File: src/rtl/bomb_pkg.sv
`default_nettype none
// ============================================================================
//  Module      : bomb_pkg
//  Description : Shared state encoding and 7-segment patterns for the
//                bomb-dismantlement game stages.
//  Revision    : 1.0 - initial release
// ============================================================================
package bomb_pkg;

    // Game-stage states shared by the display and entry stages
    typedef enum logic [2:0] {
        ST_IDLE     = 3'd0,
        ST_ENTRY    = 3'd1,
        ST_CHECK    = 3'd2,
        ST_DEFUSED  = 3'd3,
        ST_EXPLODED = 3'd4
    } state_t;

    // Active-high segments: bit0=a ... bit6=g, bit7=dp
    localparam logic [7:0] SEG_DIGIT_0 = 8'b00111111;
    localparam logic [7:0] SEG_DIGIT_1 = 8'b00000110;
    localparam logic [7:0] SEG_DIGIT_2 = 8'b01011011;
    localparam logic [7:0] SEG_DIGIT_3 = 8'b01001111;
    localparam logic [7:0] SEG_DIGIT_4 = 8'b01100110;
    localparam logic [7:0] SEG_DIGIT_5 = 8'b01101101;
    localparam logic [7:0] SEG_DIGIT_6 = 8'b01111101;
    localparam logic [7:0] SEG_DIGIT_7 = 8'b00000111;
    localparam logic [7:0] SEG_DIGIT_8 = 8'b01111111;
    localparam logic [7:0] SEG_DIGIT_9 = 8'b01101111;

    localparam logic [7:0] SEG_D   = 8'b01011110;
    localparam logic [7:0] SEG_E   = 8'b01111001;
    localparam logic [7:0] SEG_OFF = 8'b00000000;

    // Decimal digit to segment pattern; out-of-range values blank the digit
    function automatic logic [7:0] seg_digit(input logic [3:0] d);
        logic [7:0] p;
        case (d)
            4'd0:    p = SEG_DIGIT_0;
            4'd1:    p = SEG_DIGIT_1;
            4'd2:    p = SEG_DIGIT_2;
            4'd3:    p = SEG_DIGIT_3;
            4'd4:    p = SEG_DIGIT_4;
            4'd5:    p = SEG_DIGIT_5;
            4'd6:    p = SEG_DIGIT_6;
            4'd7:    p = SEG_DIGIT_7;
            4'd8:    p = SEG_DIGIT_8;
            4'd9:    p = SEG_DIGIT_9;
            default: p = SEG_OFF;
        endcase
        return p;
    endfunction

endpackage
`default_nettype wire

File: src/rtl/password_entry_if.sv
`default_nettype none
// ============================================================================
//  Module      : password_entry_if
//  Description : Player-side signal bundle of the password entry stage.
//                master = environment (display stage, switches, button),
//                slave  = password_entry.
//  Revision    : 1.0 - initial release
// ============================================================================
interface password_entry_if;
    logic       start;
    logic [6:0] psw;
    logic [6:0] sw;
    logic       confirm;
    logic [6:0] LD;
    logic [7:0] seg;
    logic [1:0] tries_left;
    logic       defused;
    logic       exploded;

    modport master (
        output start, psw, sw, confirm,
        input  LD, seg, tries_left, defused, exploded
    );

    modport slave (
        input  start, psw, sw, confirm,
        output LD, seg, tries_left, defused, exploded
    );
endinterface
`default_nettype wire

File: src/rtl/password_entry_tick_gen.sv
`default_nettype none
// ============================================================================
//  Module      : tick_gen
//  Description : Free-running 0..TICK_DIV-1 counter with synchronous clear
//                and enable; o_tick is high for the cycle in which the
//                counter wraps.
//  Revision    : 1.0 - initial release
// ============================================================================
module tick_gen #(
    parameter int TICK_DIV = 220
) (
    input  wire logic clk,
    input  wire logic rst,
    input  wire logic i_clr,
    input  wire logic i_en,
    output logic      o_tick
);

    localparam int              c_cnt_w   = (TICK_DIV > 2) ? $clog2(TICK_DIV) : 1;
    localparam logic [c_cnt_w-1:0] c_cnt_max = c_cnt_w'(TICK_DIV - 1);

    logic [c_cnt_w-1:0] r_cnt;

    // Count while enabled, wrapping at TICK_DIV-1; clear has priority
    always_ff @(posedge clk) begin
        if (rst || i_clr) begin
            r_cnt <= '0;
        end else if (i_en) begin
            if (r_cnt == c_cnt_max) begin
                r_cnt <= '0;
            end else begin
                r_cnt <= r_cnt + 1'b1;
            end
        end
    end

    assign o_tick = i_en && (r_cnt == c_cnt_max);

endmodule
`default_nettype wire

File: src/rtl/password_entry.sv
`default_nettype none
// ============================================================================
//  Module      : password_entry
//  Description : Captures the shown password, runs a timed entry window,
//                checks player guesses and ends in DEFUSED or EXPLODED.
//  Revision    : 1.0 - initial release
// ============================================================================
import bomb_pkg::*;

module password_entry #(
    parameter int TICK_DIV      = 220,
    parameter int ENTRY_SECONDS = 9,
    parameter int MAX_TRIES     = 3
) (
    input  wire logic        clk,
    input  wire logic        rst,
    password_entry_if.slave  bus
);

    localparam logic [3:0] c_entry_secs = 4'(ENTRY_SECONDS);
    localparam logic [1:0] c_max_tries  = 2'(MAX_TRIES);

    state_t     r_state,   w_state_nxt;
    logic [6:0] r_psw_q,   w_psw_nxt;
    logic [6:0] r_guess,   w_guess_nxt;
    logic [3:0] r_seconds, w_seconds_nxt;
    logic [1:0] r_tries,   w_tries_nxt;
    logic       r_start_q;
    logic       r_confirm_q;

    logic       w_start_rise;
    logic       w_confirm_rise;
    logic       w_tick;
    logic       w_tick_clr;
    logic       w_tick_en;
    logic       w_timeout;
    logic       w_active;

    assign w_start_rise   = bus.start   & ~r_start_q;
    assign w_confirm_rise = bus.confirm & ~r_confirm_q;
    assign w_active       = (r_state == ST_ENTRY) || (r_state == ST_CHECK);
    assign w_tick_en      = w_active;
    // The tick that takes the last second away is the timeout
    assign w_timeout      = w_tick && (r_seconds == 4'd1);

    tick_gen #(
        .TICK_DIV (TICK_DIV)
    ) u_tick_gen (
        .clk    (clk),
        .rst    (rst),
        .i_clr  (w_tick_clr),
        .i_en   (w_tick_en),
        .o_tick (w_tick)
    );

    // State and datapath registers, plus input edge-detect history
    always_ff @(posedge clk) begin
        if (rst) begin
            r_state     <= ST_IDLE;
            r_psw_q     <= '0;
            r_guess     <= '0;
            r_seconds   <= '0;
            r_tries     <= '0;
            r_start_q   <= 1'b0;
            r_confirm_q <= 1'b0;
        end else begin
            r_state     <= w_state_nxt;
            r_psw_q     <= w_psw_nxt;
            r_guess     <= w_guess_nxt;
            r_seconds   <= w_seconds_nxt;
            r_tries     <= w_tries_nxt;
            r_start_q   <= bus.start;
            r_confirm_q <= bus.confirm;
        end
    end

    // Next-state and datapath update; timeout beats a guess, a match beats timeout
    always_comb begin
        w_state_nxt   = r_state;
        w_psw_nxt     = r_psw_q;
        w_guess_nxt   = r_guess;
        w_seconds_nxt = r_seconds;
        w_tries_nxt   = r_tries;
        w_tick_clr    = 1'b0;
        case (r_state)
            ST_IDLE: begin
                if (w_start_rise) begin
                    w_psw_nxt     = bus.psw;
                    w_seconds_nxt = c_entry_secs;
                    w_tries_nxt   = c_max_tries;
                    w_tick_clr    = 1'b1;
                    w_state_nxt   = ST_ENTRY;
                end
            end
            ST_ENTRY: begin
                if (w_tick) begin
                    w_seconds_nxt = r_seconds - 4'd1;
                end
                if (w_timeout) begin
                    w_state_nxt = ST_EXPLODED;
                end else if (w_confirm_rise) begin
                    w_guess_nxt = bus.sw;
                    w_state_nxt = ST_CHECK;
                end
            end
            ST_CHECK: begin
                if (w_tick) begin
                    w_seconds_nxt = r_seconds - 4'd1;
                end
                if (r_guess == r_psw_q) begin
                    w_state_nxt = ST_DEFUSED;
                end else begin
                    w_tries_nxt = r_tries - 2'd1;
                    if ((r_tries == 2'd1) || w_timeout) begin
                        w_state_nxt = ST_EXPLODED;
                    end else begin
                        w_state_nxt = ST_ENTRY;
                    end
                end
            end
            default: begin
                // DEFUSED / EXPLODED are terminal until reset
            end
        endcase
    end

    // Display decode from registered state only
    always_comb begin
        bus.seg = SEG_OFF;
        case (r_state)
            ST_ENTRY, ST_CHECK: bus.seg = seg_digit(r_seconds);
            ST_DEFUSED:         bus.seg = SEG_D;
            ST_EXPLODED:        bus.seg = SEG_E;
            default:            bus.seg = SEG_OFF;
        endcase
    end

    assign bus.LD         = w_active ? bus.sw : 7'd0;
    assign bus.tries_left = r_tries;
    assign bus.defused    = (r_state == ST_DEFUSED);
    assign bus.exploded   = (r_state == ST_EXPLODED);

endmodule
`default_nettype wire

File: src/flat_wrapper.sv
// flat-port wrapper written by rule: the top's interface ports become plain ports
module password_entry_flat 
#(
    parameter int TICK_DIV      = 220,
    parameter int ENTRY_SECONDS = 9,
    parameter int MAX_TRIES     = 3
)
  (clk, rst, bus_start, bus_psw, bus_sw, bus_confirm, bus_LD, bus_seg, bus_tries_left, bus_defused, bus_exploded);
  password_entry_if bus_i ();
  input  wire logic clk;
  input  wire logic rst;
  input wire logic [$bits(bus_i.start)-1:0] bus_start;
  input wire logic [$bits(bus_i.psw)-1:0] bus_psw;
  input wire logic [$bits(bus_i.sw)-1:0] bus_sw;
  input wire logic [$bits(bus_i.confirm)-1:0] bus_confirm;
  output wire logic [$bits(bus_i.LD)-1:0] bus_LD;
  output wire logic [$bits(bus_i.seg)-1:0] bus_seg;
  output wire logic [$bits(bus_i.tries_left)-1:0] bus_tries_left;
  output wire logic [$bits(bus_i.defused)-1:0] bus_defused;
  output wire logic [$bits(bus_i.exploded)-1:0] bus_exploded;
  assign bus_i.start = bus_start;
  assign bus_i.psw = bus_psw;
  assign bus_i.sw = bus_sw;
  assign bus_i.confirm = bus_confirm;
  assign bus_LD = bus_i.LD;
  assign bus_seg = bus_i.seg;
  assign bus_tries_left = bus_i.tries_left;
  assign bus_defused = bus_i.defused;
  assign bus_exploded = bus_i.exploded;
  password_entry #(.TICK_DIV(TICK_DIV), .ENTRY_SECONDS(ENTRY_SECONDS), .MAX_TRIES(MAX_TRIES)) u_core (.clk(clk), .rst(rst), .bus(bus_i));
endmodule
File: config.mk
export PLATFORM = sky130hd
export DESIGN_NAME = password_entry_flat
export DESIGN_NICKNAME = d
export VERILOG_FILES = /design/src/rtl/bomb_pkg.sv /design/src/rtl/password_entry_if.sv /design/src/rtl/password_entry_tick_gen.sv /design/src/rtl/password_entry.sv /design/src/flat_wrapper.sv
export SDC_FILE = /design/constraint.sdc
export NUM_CORES = 1
export LEC_CHECK = 0
export ABC_CLOCK_PERIOD_IN_PS = 5100
export CELL_PAD_IN_SITES_DETAIL_PLACEMENT = 1
export CELL_PAD_IN_SITES_GLOBAL_PLACEMENT = 1
export CORE_ASPECT_RATIO = 1.5
export CORE_UTILIZATION = 43
export DETAILED_ROUTE_END_ITERATION = 12
export PLACE_DENSITY_LB_ADDON = 0.1
export REMOVE_ABC_BUFFERS = 1
export SYNTH_ARGS = -nofsm -noshare
export SYNTH_HDL_FRONTEND = slang
export SYNTH_SLANG_ARGS = --single-unit
File: constraint.sdc
create_clock -name clk -period 5.1 [get_ports clk]
set_clock_uncertainty 0.05 [all_clocks]
set_input_delay 1.02 -clock clk [delete_from_list [all_inputs] [get_ports clk]]
set_output_delay 1.02 -clock clk [all_outputs]
set_load 0.02 [all_outputs]
==> reports/results.ini <==
[outcome]
status=finished, final reports clean

[cts]
cts-root-buf=clkbuf_8
clk_pin_slew_ns=0.08
cts.sinks=40
post_cts_resized=0
clk_path_buf_depth=2
clk_latency_ns=0.30
clock_tree.htree_level_count=2
cts_tree=built
post-cts-setup-buffers=0
cts-hold-fix-buffers=0
cts_made_buffers=5

[critical_path]
crit_type=flop to output port
worstPathArrival_ns=2.78
crit_fanout=14
required_ns=4.03
critPathSlowestCell=dfxtp_1
critPathCaptureType=output port
crit_chain=xnor2_1 > nor2_1 > a21o_1 > clkdlybuf4s50_1
worst_setup_path_start_kind=flop
slowest_delay_ns=0.70

[logic_synthesis]
synth_fa_ha_area_share_pct=6.947
synth_top_family_by_area=simple AND/OR/NAND/NOR gates
yosys_warnings=0
synth-simple-area-share_pct=27.34
synth_xor_area_share_pct=6.611
synthMuxAreaShare_pct=4.706
ys.flop_type=dfxtp_1
syn_avg_cell_area_sq_um=8.492
synthCells=263
yosysSeqAreaShare_pct=35.85
synth_edf_count=0
async_reset_ff_share_pct=0
synth_compound_area_share_pct=13.11
ys_ff_latch=40
syn_area_sq_mm=0.002233
ys_types=55

[pwr]
p_total_mw=1.345
switching_share_pct=40.78
power.leakage_nw=1.149
power_frac_clock_pct=19.3
pwr-share-seq_pct=31.2
internal_power_uw=796.3
power-per-cell-area_mw_per_mm2=495.0
max-vdd-ir-drop_uv=265.9
p_comb_share_pct=49.5
power_switching_uw=548.2

[global_route]
grt_max_degree=36
overflow=0
antenna_found_initial=0
grt_usage_pct=23.50
grt_pass1_vias=2092
grt_pass1_wl_microns=9708

[placement]
finalWeightedCongestion=0.7878
dpl_cell_area_sq_mm=0.002609
port_buffers=35
hpwl_microns=4414

[layout]
layout-drive-gt1-share_pct=5.763
num-nets-final=322
multi_input_area_sq_mm=0.001315
fillers=623
insertedDiodeCount=0
fin_area_sq_mm=0.002716
seqCellArea_sq_um=800.8
area_growth_pct=21.62

[timing]
tightest_slew_ns=0.7543
final_hold_viol_count=0
period_needed_ns=3.850
post-route-period-util_pct=75.48
max_slew_margin_pct=49.52
setup_tns_ns=0
setup_viol=0
fmax_mhz=259.8
slew_violations=0
grt_setup_unrepaired=false

[floorplan]
initial_utilization_pct=45.34
num_rows=31
io_pins=37
fp.coreArea_sq_mm=0.004926
dieArea_sq_mm=0.005492
die_w_microns=60.85
die_height_microns=90.27

[routing]
drt_first_iter_violations=73
vias=2036
totalWireLength_microns=5956
drcViolationCount=0
wl_per_cell_microns=16.50
firstDrtPassIters=4
via_per_inst=5.640
antenna_left=0

[hold_path]
hp-class=flop to flop

[job]
max-cap-violations=0

==> worst max-delay path, delay by kind of cell (launching register included) <==
kind                      cells  cell delay [ns]
AOI/OAI and AO/OA             1             0.22
DFF                           1             0.70
xor gates and xnor gates      1             0.31
buffers and inverters         1             0.60
and+or+nand+nor               1             0.65
==> worst paths after layout <==
kind                            slack [ns]                 to  cells after the start         startpoint
worst max-delay path                  1.25         bus_seg[2]                      4  u_core.r_state[1]
worst min-delay path                  0.42  u_core.r_psw_q[5]                      2  u_core.r_psw_q[5]
worst max register to register        2.04               flop                      9  u_core.r_state[1]
worst min register to register        0.42  u_core.r_psw_q[5]                      2  u_core.r_psw_q[5]
==> final cells by class <==
class,count,share of cell area (%)
multi-input combinational,197,48.41
timing repair buffer,36,13.17
clock buffer,6,2.672
tap,66,3.040
clock inverter,2,1.290
inverter,14,1.935
sequential,40,29.48
==> synthesized netlist by cell type (5+ instances only) <==
cell type   n  area share [%]
a21oi_1    13             2.9
and3_1     12             3.4
clkbuf_1    7             1.2
dfxtp_1    40              36
ha_1       10             5.6
inv_1      14             2.4
mux2i_1     9             4.0
nand2_1    31             5.2
nand3_1     7             1.6
nand4_1     5             1.4
nor2_1     23             3.9
nor3_1     10             2.2
o21ai_0     6             1.3
o22ai_1     5             1.4
xor2_1     11             4.3
==> power groups by stage <==
stage | clock, mW | sequential (mW) | combinational, mW
2_1_floorplan | 0 | 0.418 | 0.407
3_3_place_gp | 0 | 0.425 | 0.654
3_5_place_dp | 0 | 0.426 | 0.670
4_1_cts | 0.267 | 0.419 | 0.674
5_1_grt | 0.281 | 0.427 | 0.729
6_report | 0.260 | 0.420 | 0.665
==> per-stage QoR <==
step / util (%) / worst slack [ns] / hold WS, ns / std cells
after floorplan: - / 2.070 / 0.3918 / 251
after global placement: 52.96 / 1.342 / 0.4059 / 353
after detailed placement: 52.96 / 1.202 / 0.4125 / 353
after CTS: 55.14 / 1.224 / 0.4244 / 361
after global routing: 55.14 / 1.070 / 0.4474 / 361
final: 55.14 / 1.250 / 0.4218 / 361
==> cells in the final DEF, fill, tap and decap left out, types with 5 or more instances in the layout <==
master,n
a21oi_1,13
and3_1,12
clkbuf_8,5
clkdlybuf4s50_1,35
dfxtp_1,40
ha_1,10
inv_1,14
mux2i_1,9
nand2_1,31
nand3_1,7
nand4_1,5
nor2_1,23
nor3_1,10
o21ai_0,6
o22ai_1,5
xor2_1,11
==> logic make-up after synthesis <==
| kind of cell | count (synthesis) |
|---|---|
| buffers and inverters | 26 |
| flip-flops | 40 |
| AO/OA/AOI/OAI | 45 |
| other | 1 |
| multiplexers | 10 |
| AND/OR/NAND/NOR | 112 |
| adder cells (fa/ha/maj) | 13 |
| XOR/XNOR | 16 |
==> metal layers <==
metal | global-route usage (%) | up-vias | wire (microns)
met3 | 5.301 | 6 | 163
met1 | 24.69 | 1013 | 2386
li1 | - | 990 | -
met2 | 43.22 | 27 | 3315
met4 | 8.333 | 0 | 90
met5 | 0 | - | 0
Power figures use the tool's default switching activity.
